## config.mk

```make
export PLATFORM = sky130hd
export DESIGN_NAME = seg_scan_driver
export DESIGN_NICKNAME = d
export VERILOG_FILES = /design/src/rtl/seg_pkg.sv /design/src/rtl/seg_hex_decoder.sv /design/src/rtl/seg_scan_driver.sv
export SDC_FILE = /design/constraint.sdc
export NUM_CORES = 1
export LEC_CHECK = 0
export ABC_AREA = 1
export BUFFER_PORTS_ARGS = -buffer_cell sky130_fd_sc_hd__buf_2
export CAP_MARGIN = 0
export CORE_UTILIZATION = 55
export CTS_CLUSTER_DIAMETER = 80
export CTS_CLUSTER_SIZE = 24
export DETAILED_ROUTE_END_ITERATION = 10
export GPL_TIMING_DRIVEN = 0
export PLACE_DENSITY = 0.84
export SYNTH_ARGS = -nofsm -noshare
export SYNTH_HDL_FRONTEND = slang
export SYNTH_SLANG_ARGS = --single-unit
```

## constraint.sdc

```tcl
create_clock -name clk -period 2.9 [get_ports clk]
set_input_delay 0.87 -clock clk [delete_from_list [all_inputs] [get_ports clk]]
set_output_delay 0.87 -clock clk [all_outputs]
set_load 0.005 [all_outputs]
```

## src/rtl/seg_pkg.sv

```systemverilog
// seg_pkg: shared segment table, blank pattern and parameter legal-range limits
package seg_pkg;
  localparam logic [6:0] SEG_TABLE [16] = '{
    7'h3F, 7'h06, 7'h5B, 7'h4F, 7'h66, 7'h6D, 7'h7D, 7'h07,
    7'h7F, 7'h6F, 7'h77, 7'h7C, 7'h39, 7'h5E, 7'h79, 7'h71
  };
  localparam logic [7:0] SEG_OFF = 8'h00;
  localparam int MIN_DIGITS = 1;
  localparam int MAX_DIGITS = 8;
  localparam int MIN_CLK_DIV = 2;
endpackage

```

## src/rtl/seg_hex_decoder.sv

```systemverilog
// seg_hex_decoder: hex nibble to active-high g..a segment pattern
module seg_hex_decoder
  import seg_pkg::*;
(
  input  logic [3:0] nib,
  output logic [6:0] seg
);
  assign seg = SEG_TABLE[nib];
endmodule

```

## src/rtl/seg_scan_driver.sv

```systemverilog
// seg_scan_driver: multiplexed 7-segment scanner with tear-free frame updates
module seg_scan_driver
  import seg_pkg::*;
#(
  parameter int NUM_DIGITS  = 4,
  parameter int CLK_DIV     = 50000,
  parameter int BLANK_CYC   = 0,
  parameter int SEG_ACT_LOW = 0,
  parameter int SEL_ACT_LOW = 1
) (
  input  logic                    clk,
  input  logic                    rst,
  input  logic [4*NUM_DIGITS-1:0] data_in,
  input  logic [NUM_DIGITS-1:0]   dp_in,
  input  logic [NUM_DIGITS-1:0]   digit_en,
  input  logic                    load,
  input  logic                    lz_en,
  output logic [7:0]              seg_led,
  output logic [NUM_DIGITS-1:0]   seg_sel,
  output logic                    frame_done
);
  localparam int DW = $clog2(CLK_DIV);
  localparam int IW = NUM_DIGITS > 1 ? $clog2(NUM_DIGITS) : 1;
  localparam logic [7:0] LED_INV = SEG_ACT_LOW != 0 ? 8'hFF : 8'h00;
  localparam logic [NUM_DIGITS-1:0] SEL_INV = SEL_ACT_LOW != 0 ? '1 : '0;
  logic [DW-1:0] div_cnt;
  logic [IW-1:0] idx;
  logic pend;
  logic [4*NUM_DIGITS-1:0] data_pend, data_act;
  logic [NUM_DIGITS-1:0] dp_pend, dp_act, en_pend, en_act, blank;
  logic tick, wrap, zero_above;
  logic [6:0] seg7;
  assign tick = div_cnt == DW'(CLK_DIV - 1);
  assign wrap = tick && idx == IW'(NUM_DIGITS - 1);
  seg_hex_decoder u_dec (.nib(data_act[{idx, 2'b00} +: 4]), .seg(seg7));
  // Scan from the top digit down so a digit knows whether every enabled digit above it is zero
  always_comb begin
    zero_above = 1'b1;
    for (int k = NUM_DIGITS - 1; k >= 0; k--) begin
      zero_above = zero_above & (~en_act[k] | (data_act[4*k +: 4] == 4'h0));
      blank[k] = ~en_act[k] | (lz_en & (k != 0) & zero_above);
    end
  end
  // Prescaler, digit index and shadow/active registers; active set only changes on frame wrap
  always_ff @(posedge clk) begin
    if (rst) begin
      div_cnt <= '0;
      idx <= '0;
      pend <= 1'b0;
      data_pend <= '0;
      dp_pend <= '0;
      en_pend <= '0;
      data_act <= '0;
      dp_act <= '0;
      en_act <= '0;
    end else begin
      div_cnt <= tick ? '0 : div_cnt + 1'b1;
      idx <= wrap ? '0 : tick ? idx + 1'b1 : idx;
      if (wrap && load) begin
        data_act <= data_in;
        dp_act <= dp_in;
        en_act <= digit_en;
        pend <= 1'b0;
      end else if (wrap && pend) begin
        data_act <= data_pend;
        dp_act <= dp_pend;
        en_act <= en_pend;
        pend <= 1'b0;
      end else if (load) begin
        data_pend <= data_in;
        dp_pend <= dp_in;
        en_pend <= digit_en;
        pend <= 1'b1;
      end
    end
  end
  // Output registers; pin polarity is applied only here
  always_ff @(posedge clk) begin
    if (rst) begin
      seg_led <= SEG_OFF ^ LED_INV;
      seg_sel <= SEL_INV;
      frame_done <= 1'b0;
    end else begin
      seg_led <= (blank[idx] ? SEG_OFF : {dp_act[idx], seg7}) ^ LED_INV;
      seg_sel <= ((32'(div_cnt) < BLANK_CYC) ? '0 : NUM_DIGITS'(1) << idx) ^ SEL_INV;
      frame_done <= wrap;
    end
  end
endmodule

```

Yosys cells after proc, flatten, opt, wreduce, memory -nomap -nowiden
Memories as Yosys holds them, arrays and structs flattened. A register that Yosys moved wholly into a read port is not among the register bits.
Cells that the tools add are included.
{"block": "totals", "out_inout_bits": 13, "regBits": 80, "latch_bits": 0, "wordCells": 64, "n_memories": 1, "in_bits": 28, "ram_bits": 0, "rom_bits": 112}
{"block": "classes", "mul": 0, "n_div": 0, "n_mux": 12, "reduce_logical": 12, "addsub": 2, "order_cmp": 2, "n_shift": 2, "eq_ne": 2, "bitwise_logic": 19}
{"memory": "(no name shown)", "depth": 16, "word_bits": 7, "read_ports": 1, "rd_clocked_by_memory_dff": 1, "write_ports": 0, "line": "seg_hex_decoder.sv:8", "rtl": "assign seg = SEG_TABLE[nib];"}
{"op": "16-bit 2-to-1 mux", "n": 2}
{"op": "16-bit by 1-bit adder with 16-bit output (second input constant)", "n": 1}
{"op": "16-bit == test (second input constant)", "n": 1}
{"op": "4-bit 2-to-1 mux", "n": 4}
{"op": "16-bit by 5-bit indexed part select with 4-bit output", "n": 1}
{"op": "7-bit 2-to-1 mux", "n": 2}
{"op": "4-bit zero test", "n": 3}
{"op": "1-bit NOT", "n": 6}
{"op": "1-bit OR", "n": 6}
{"op": "2-bit OR reduction", "n": 3}
{"op": "1-bit bitwise AND", "n": 5}
{"op": "5-bit >= comparator (second input constant)", "n": 1}
{"op": "4-bit NOT with 5-bit output", "n": 1}
{"op": "1-bit binary-select mux with 2-bit select", "n": 2}
{"op": "4-bit NOT", "n": 1}
{"op": "1-bit by 2-bit << shifter with 4-bit output (first input constant)", "n": 1}
{"op": "1-bit logical AND", "n": 3}
{"op": "2-bit by 3-bit < comparator with 1-bit output (second input constant)", "n": 1}
{"op": "3-bit AND reduction", "n": 1}
{"op": "3-bit OR reduction", "n": 1}
{"op": "2-bit by 1-bit adder with 2-bit output (second input constant)", "n": 1}
{"op": "2-bit == test (second input constant)", "n": 1}
{"op": "1-bit 2-to-1 mux", "n": 2}
{"op": "2-bit nonzero test", "n": 1}

Depth between registers and ports, before layout
Gate-level depths: netlist (run 1).
{"block": "logic_depth", "ltp_word": 9, "depth_mapped": 12}

Hierarchy
A second synthesis (run 1) with hierarchy kept.
{"block": "unflattened", "cells_unflattened": 658, "area_unflattened_um2": 4196.5}
{"mod": "seg_scan_driver", "cells_per_inst": 606, "area_each_um2": 3926.3, "instances": 1, "seq_area_each_um2": 1601.5}
{"mod": "seg_hex_decoder", "cells_per_inst": 52, "area_each_um2": 270.3, "instances": 1, "seq_area_each_um2": 0.0}

Least setup slack after synthesis (run 1)
Ideal clock, no wire load.
{"block": "synth_timing", "kind": "reg2reg", "start": "register idx[0]", "end": "register seg_led[3]", "synth_period_minus_slack_ns": 2.020, "setup_slack_ns": 0.880, "setup_time_ns": 0.122, "required_ns": 2.778, "t_arrival_ns": 1.898, "path_stages_with_launch": 11, "cell_sequence": "dfxtp_1 buf_2 buf_2 nand2_1 a32oi_1 inv_1 ha_1 nand2_1 nand2_1 o21ai_0 nor2_1"}
{"block": "synth_between", "elab_chain_len": 3, "word_cells_on_any_way": 5}
{"element": "from (decl)", "line": "seg_scan_driver.sv:27", "rtl": "logic [IW-1:0] idx;"}
{"element": "from (signal assigned)", "line": "seg_scan_driver.sv:58", "rtl": "idx <= wrap ? '0 : tick ? idx + 1'b1 : idx;"}
{"element": "branches (longest 3 deep; another with 16-bit by 5-bit indexed part select with 4-bit output)"}
{"element": "to (decl)", "line": "seg_scan_driver.sv:18", "rtl": "output logic [7:0] seg_led,"}
Several ways; the timed one is not identified. The select of a mux whose other input is x is not followed.
A chain may end at the register's enable or synchronous reset.

Worst setup path in the final report (run 1)
Same ends and word-level chain as after synthesis.

==> results of run 1 <==
-- per-stage QoR --
step / cell area, um2 / hold slack [ps] / setup WS [ps] / power (mW)
global placement: 4428 / 427.6 / 625.5 / 1.317
CTS: 4599 / 464.9 / 551.1 / 2.040
global route: 4599 / 473.7 / 310.9 / 2.122
floorplan: 4104 / 417.5 / 879.7 / 1.273
finish: 4599 / 459.8 / 541.4 / 2.034
detailed placement: 4428 / 453.4 / 586.4 / 1.324
-- report_power, final --
part,leakage [nW],total [mW],switching [mW],internal [mW]
Combinational,1.66,0.161,0.0994,0.0613
Clock,0.0841,0.733,0.406,0.327
Sequential,0.652,1.14,0.0141,1.13
-- area by class of cell --
cell class | count | area (um2) | area share
sequential | 80 | 1602 | 0.3482
clock inverter | 5 | 33.78 | 0.007345
buffer | 27 | 135.1 | 0.02938
multi-input combinational | 430 | 1966 | 0.4274
inverter | 107 | 401.6 | 0.08732
clock buffer | 10 | 137.6 | 0.02992
tap | 99 | 123.9 | 0.02693
timing repair buffer | 40 | 200.2 | 0.04353
-- worst min-delay path by stage --
stage	startpoint	cells past startpoint	to
6_report	div_cnt[0]	1	div_cnt[0]
5_1_grt	div_cnt[0]	1	div_cnt[0]
4_1_cts	div_cnt[0]	1	div_cnt[0]
3_5_place_dp	div_cnt[0]	1	div_cnt[0]
3_3_place_gp	div_cnt[0]	1	div_cnt[0]
2_1_floorplan	div_cnt[0]	1	div_cnt[0]
-- routing by layer --
layer,up-vias,GRT usage
met3,24,0.05970
met5,-,0
met4,0,0.1378
met1,1759,0.3308
met2,143,0.4182
li1,2074,-
-- worst register-to-register path, stage by stage (launching register included) --
cell,delay (ps)
dfxtp_1,440
buf_2,250
buf_2,250
nand2_1,80
a32oi_1,380
inv_1,180
ha_1,320
nand2_1,60
nand2_1,60
o21ai_0,160
nor2_1,60
-- flip-flops by register name, indices dropped and copies added (netlist names), 2 cells and up --
name	cells
seg_led	8
data_pend	16
data_act	16
dp_act	4
dp_pend	4
div_cnt	16
idx	2
seg_sel	4
en_pend	4
en_act	4
-- kinds of logic after synthesis --
kind of cell | Yosys count | share of synthesized area
XOR/XNOR | 4 | 0.008536
buffers and inverters | 134 | 0.1308
adder cells (fa/ha/maj) | 12 | 0.03658
multiplexers | 1 | 0.002439
AND/OR/NAND/NOR | 329 | 0.3262
AO/OA/AOI/OAI | 84 | 0.1052
flip-flops | 80 | 0.3902
-- cells in the final DEF (no fill, tap or decap), types with 5 or more instances in the layout --
cell type and n:
inv_1 104, nand3_1 42, a21oi_1 67, nand4_1 5, dfxtp_1 80, nor3_1 6
clkbuf_8 10, buf_2 49, clkbuf_1 12, nor2_1 60, nand2_1 206, o21ai_0 13
ha_1 12
==> run_results.csv, run 1 <==
group,metric,value,unit
sta,min_period,2359,ps
drt,vias_per_cell,5.013,
grt,grt_pass1_wl,15770,um
pwr,leakage,2.401,nW
sta,hold_viol,0,
sta,final-setup-viol-count,0,
setup_path,cp-startpoint,"idx[0]",
yosys,synthTopCellsByArea,"dfxtp_1 (39%), nand2_1 (19%), inv_1 (9.5%), a21oi_1 (8.2%), nor2_1 (5.5%)",
drt,highest_layer,"met4",
cts,h-tree-depth,3,
cts,cts_tree,"built",
sta,fin_skew,8.836,ps
floorplan,initial_utilization,0.5689,
setup_path,worstSetupEndpoint,"seg_led[3]",
sta,tightest_slew,515.7,ps
setup_path,worstPathArrival,2600,ps
finish,diodes,0,
sta,setup_tns,0,ps
yosys,synth-edff-count,0,
drt,ant_nets,0,
yosys,synthCells,644,
cts,root_buffer,"clkbuf_8",
finish,nets,735,
finish,area_delta_synth_final,12.07,%
placed_design,dpl.hpwl,6787,um
drt,routedWlPerCell,11.68,um
yosys,yosys.area.top_type,"dfxtp_1",
cts,hold_buffers,0,
cts,cts_resized,0,
cts,cts.sinks,80,
placed_design,place.gp.congestion,0.9014,
status,outcome,"complete, no violations",
yosys,yosysSeqAreaShare,0.3902,
setup_path,crit_slowest_cell,"dfxtp_1",
setup_path,cp_data_required_time,3140,ps
finish,fin_util,0.6375,
sta,fin_crit_sh,0.8133,
floorplan,die_x,88.38,um
drt,drt-met1-wl,4167,um
floorplan,rows,31,
cts,clockBufferDepth,2,
min_path,hp-class,"flop to flop",
drt,wl_met3,609,um
yosys,yosysUniqueCellTypes,27,
yosys,synth_common_cells,"nand2_1 (206), inv_1 (104), dfxtp_1 (80)",
yosys,synth_most_common_cell,"nand2_1",
sta,slew_violations,0,
pwr,p_per_area,442.2,nW/um2
drt,drt-total-wl,9322,um
setup_path,cpMostUsedCell,"nand2_1",
yosys,async_reset_ff_frac,0,
sta,relSlewSlack,0.6562,
grt,grt_usage,0.2620,
yosys,ys.warnings.count,0,
setup_path,cp_max_fo,10,
job,max-cap-violations,0,
setup_path,path_buf_inv,3,
sta,rsz0062_at_grt,"false",
drt,route.met2.wl,4300,um
drt,route.detailed.drc,0,
grt,antenna_found_initial,0,
yosys,synthesis.area,4104,um2
drt,drtIter0Drc,221,
setup_path,timing.rr.start,"idx[0]",
floorplan,die_h,88.38,um
cts,cts_made_buffers,9,
finish,drive_gt1_frac,0.1102,
drt,drt_first_pass_iters,8,
setup_path,crit_type,"flop to flop",
finish,final_cell_count_no_fill,798,
drt,num_vias,4000,
grt,grt_max_degree,14,
setup_path,r2r_setup_slack,540,ps
floorplan,dieArea,7811,um2
floorplan,ios,41,
setup_path,r2r_cells,10,
grt,grt.overflow.total,0,
yosys,synth_top_cell_area_share,0.3902,
yosys,post_synth.cell_area_avg,6.373,um2
yosys,synth_seq_cells,80,
setup_path,path_cells,"buf_2 > buf_2 > nand2_1 > a32oi_1 > inv_1 > ha_1 > nand2_1 > nand2_1 > o21ai_0 > nor2_1",
setup_path,cp.depth,10,
finish,n_fill_cell,680,
cts,clkTransAtPathRegs,80,ps
yosys,synth_fp_nets,684,
yosys,synthFlopType,"dfxtp_1",
pwr,ir_drop,0.2147,mV
placed_design,port_buffers,40,
placed_design,placed_cells_incl_taps,783,
cts,post_cts.repair.setup_buffers,0,
sta,fmax,0.4240,GHz
grt,grt_pass1_vias,3582,
cts,clk_latency,360,ps
setup_path,startpoint_type,"flop",
setup_path,r2r_end,"seg_led[3]",
setup_path,critPathTopFamily,"buffers and inverters",
setup_path,slowest_delay,440,ps
floorplan,core_area,7214,um2
setup_path,cp-end-kind,"flop",
Power figures use the tool's default switching activity.
==> run 2: changes to the inputs <==
- ABC_AREA: 1 -> 0
- CORE_UTILIZATION: 55 -> 53
- PLACE_DENSITY: 0.84 -> 0.85
- clock period: 2.9 -> 1.9 ns (I/O delays scaled with it)
==> run 2 against run 1 <==
Against the previous run: the flow now finishes with violations (negative setup slack); final area is 2.1% higher; critical path depth is 3 lower; sequential share of layout area is 0.47 points lower; non-clock buffer count is 19 higher; area after synthesis is 6.9% lower; synthesized cell count is 40% lower; register-to-register slack worse by 700 ps; worst setup slack worse by 700 ps; critical path type unchanged; critical endpoint is now dp_pend[1]; largest cell class unchanged.
==> run_results.csv, run 2 <==
group,metric,value,unit
status,outcome,"complete, but fails checks",
status,violations,"negative setup slack",
grt,grt_max_degree,15,
cts,hold_buffers,0,
setup_path,worstPathArrival,2290,ps
cts,cts_tree,"built",
finish,final_common_cell,"dfxtp_1",
yosys,synth-edff-count,0,
cts,h-tree-depth,3,
min_path,hp-class,"flop to flop",
finish,top_regs,"data_act x16, data_pend x16, div_cnt x16",
finish,area_delta_synth_final,22.89,%
sta,rsz0062_at_grt,"true",
yosys,synth_most_common_cell,"dfxtp_1",
sta,slew_violations,0,
cts,clockBufferDepth,2,
grt,grt.overflow.total,0,
finish,n_fill_cell,495,
yosys,ys.warnings.count,0,
finish,diodes,0,
grt,grt_pass1_wl,13430,um
setup_path,cp-startpoint,"div_cnt[10]",
finish,final_cell_count_no_fill,558,
drt,ant_nets,0,
grt,antenna_found_initial,0,
floorplan,initial_utilization,0.5563,
finish,fin_util,0.6836,
grt,grt_usage,0.2322,
drt,drt_first_pass_iters,5,
pwr,power,3.275,mW
pwr,p_per_area,697.4,nW/um2
setup_path,cp_data_required_time,2130,ps
yosys,synth_fp_nets,425,
cts,root_buffer,"clkbuf_8",
setup_path,crit_type,"flop to flop",
sta,relSlewSlack,0.5416,
placed_design,port_buffers,39,
setup_path,timing.rr.start,"div_cnt[10]",
grt,grt_pass1_vias,2875,
yosys,synthFlopType,"dfxtp_1",
cts,cts_made_buffers,9,
setup_path,cp_max_fo,7,
sta,tightest_slew,687.6,ps
floorplan,core_area,6869,um2
yosys,yosysUniqueCellTypes,51,
sta,setup_tns,-5227,ps
sta,fmax,0.4868,GHz
pwr,leakage,1.893,nW
drt,vias_per_cell,5.595,
placed_design,place.gp.congestion,0.8281,
yosys,synth_top_cell_area_share,0.4191,
cts,clk_latency,370,ps
floorplan,rows,30,
finish,stdcell_area,4696,um2
placed_design,dpl.hpwl,5667,um
placed_design,placed_cells_incl_taps,520,
finish,drive_gt1_frac,0.3485,
yosys,yosysSeqAreaShare,0.4191,
yosys,synthesis.area,3821,um2
sta,final-setup-viol-count,50,
yosys,yosys.area.top_type,"dfxtp_1",
sta,setup_slack,-154.2,ps
pwr,ir_drop,0.6762,mV
yosys,synth_common_cells,"dfxtp_1 (80), nor2_1 (54), mux2i_1 (32)",
yosys,synth_seq_cells,80,
drt,routedWlPerCell,15.43,um
setup_path,cp-end-kind,"flop",
sta,fin_skew,9.726,ps
cts,clkTransAtPathRegs,90,ps
finish,multi_input_area,2064,um2
floorplan,die_h,86.91,um
finish,nets,497,
min_path,min-delay-start,"div_cnt[0]",
floorplan,dieArea,7553,um2
placed_design,place_area,4172,um2
sta,min_period,2054,ps
yosys,synthCells,385,
drt,drt-total-wl,8609,um
floorplan,ios,41,
placed_design,dpl_worst_slack,-291.2,ps
floorplan,die_x,86.91,um
drt,drtIter0Drc,167,
job,max-cap-violations,0,
sta,fin_crit_sh,1.081,
yosys,synthTopCellsByArea,"dfxtp_1 (42%), mux2i_1 (8.4%), a22oi_2 (5.9%), nor2_1 (5.3%), ha_1 (3.9%)",
finish,mostFrequentLayoutCells,"dfxtp_1 (73), nor2_1 (53), buf_2 (39), mux2i_1 (30), nand2_1 (26)",
drt,route.detailed.drc,0,
yosys,post_synth.cell_area_avg,9.925,um2
drt,num_vias,3122,
sta,hold_viol,0,
yosys,async_reset_ff_frac,0,
finish,regArea,1613,um2
setup_path,startpoint_type,"flop",
cts,cts.sinks,80,
sta,whs,447.7,ps
-- run 2: cell count changes in the layout (fill, tap and decap cells not counted), sizes merged, moves of 24 or more --
cell   previous run  this run
nand3            42         7
a21oi            67         5
inv             107         7
nand2           210        26
a22oi             0        24
mux2i             1        32
-- run 2: cells by family (layout without fill, tap and decap cells) --
family / Yosys count / after routing / share of synthesized area
mux: 38 / 38 / 0.1103
simple gates: 140 / 140 / 0.1857
xor+xnor: 14 / 14 / 0.03209
compound gates: 69 / 69 / 0.1555
fa+ha+maj: 12 / 12 / 0.03929
flops: 80 / 80 / 0.4191
buf+inv: 32 / 109 / 0.05795
-- run 2: area by class of cell --
| type | instances | area share |
|---|---|---|
| plain buffers | 23 | 0.04423 |
| clock buffers | 10 | 0.02931 |
| clock inverters | 6 | 0.01439 |
| inverters | 7 | 0.006395 |
| multi-input cells | 273 | 0.4396 |
| flip-flops and latches | 80 | 0.3435 |
| well taps | 96 | 0.02558 |
| repair buffers | 63 | 0.09699 |
-- run 2: worst paths after layout --
check / endpoint / slack (ps) / cells after the start
worst max-delay path: dp_pend[1] / -150 / 7
worst min-delay path: div_cnt[0] / 450 / 1
worst max register to register: dp_pend[1] / -150 / 7
worst min register to register: div_cnt[0] / 450 / 1
-- run 2: routing by layer --
layer	global-route usage	vias up	wire (um)
li1	-	1500	-
met1	0.2848	1503	3678
met2	0.3923	98	4281
met3	0.05118	21	418
met4	0.1000	0	231
met5	0	-	0
-- run 2: power by group --
part           internal, mW  switching, mW
Sequential             1.71         0.0215
Clock                 0.646          0.642
Combinational         0.118          0.136
Total                  2.48          0.799
-- run 2: worst max-delay path, stage by stage, from the launching register on --
cell and delay, ps:
dfxtp_2 340, or4b_4 540, nor4_4 280, buf_6 170, a21boi_4 140, clkbuf_16 210, mux2i_1 170, nor2_1 60
-- run 2: what timing repair did --
action,in CTS,in global routing
setup buffers,10,11
gates resized for setup,8,23
cloned,0,3
pin swaps,3,3
endpoints found under the setup margin,73,67
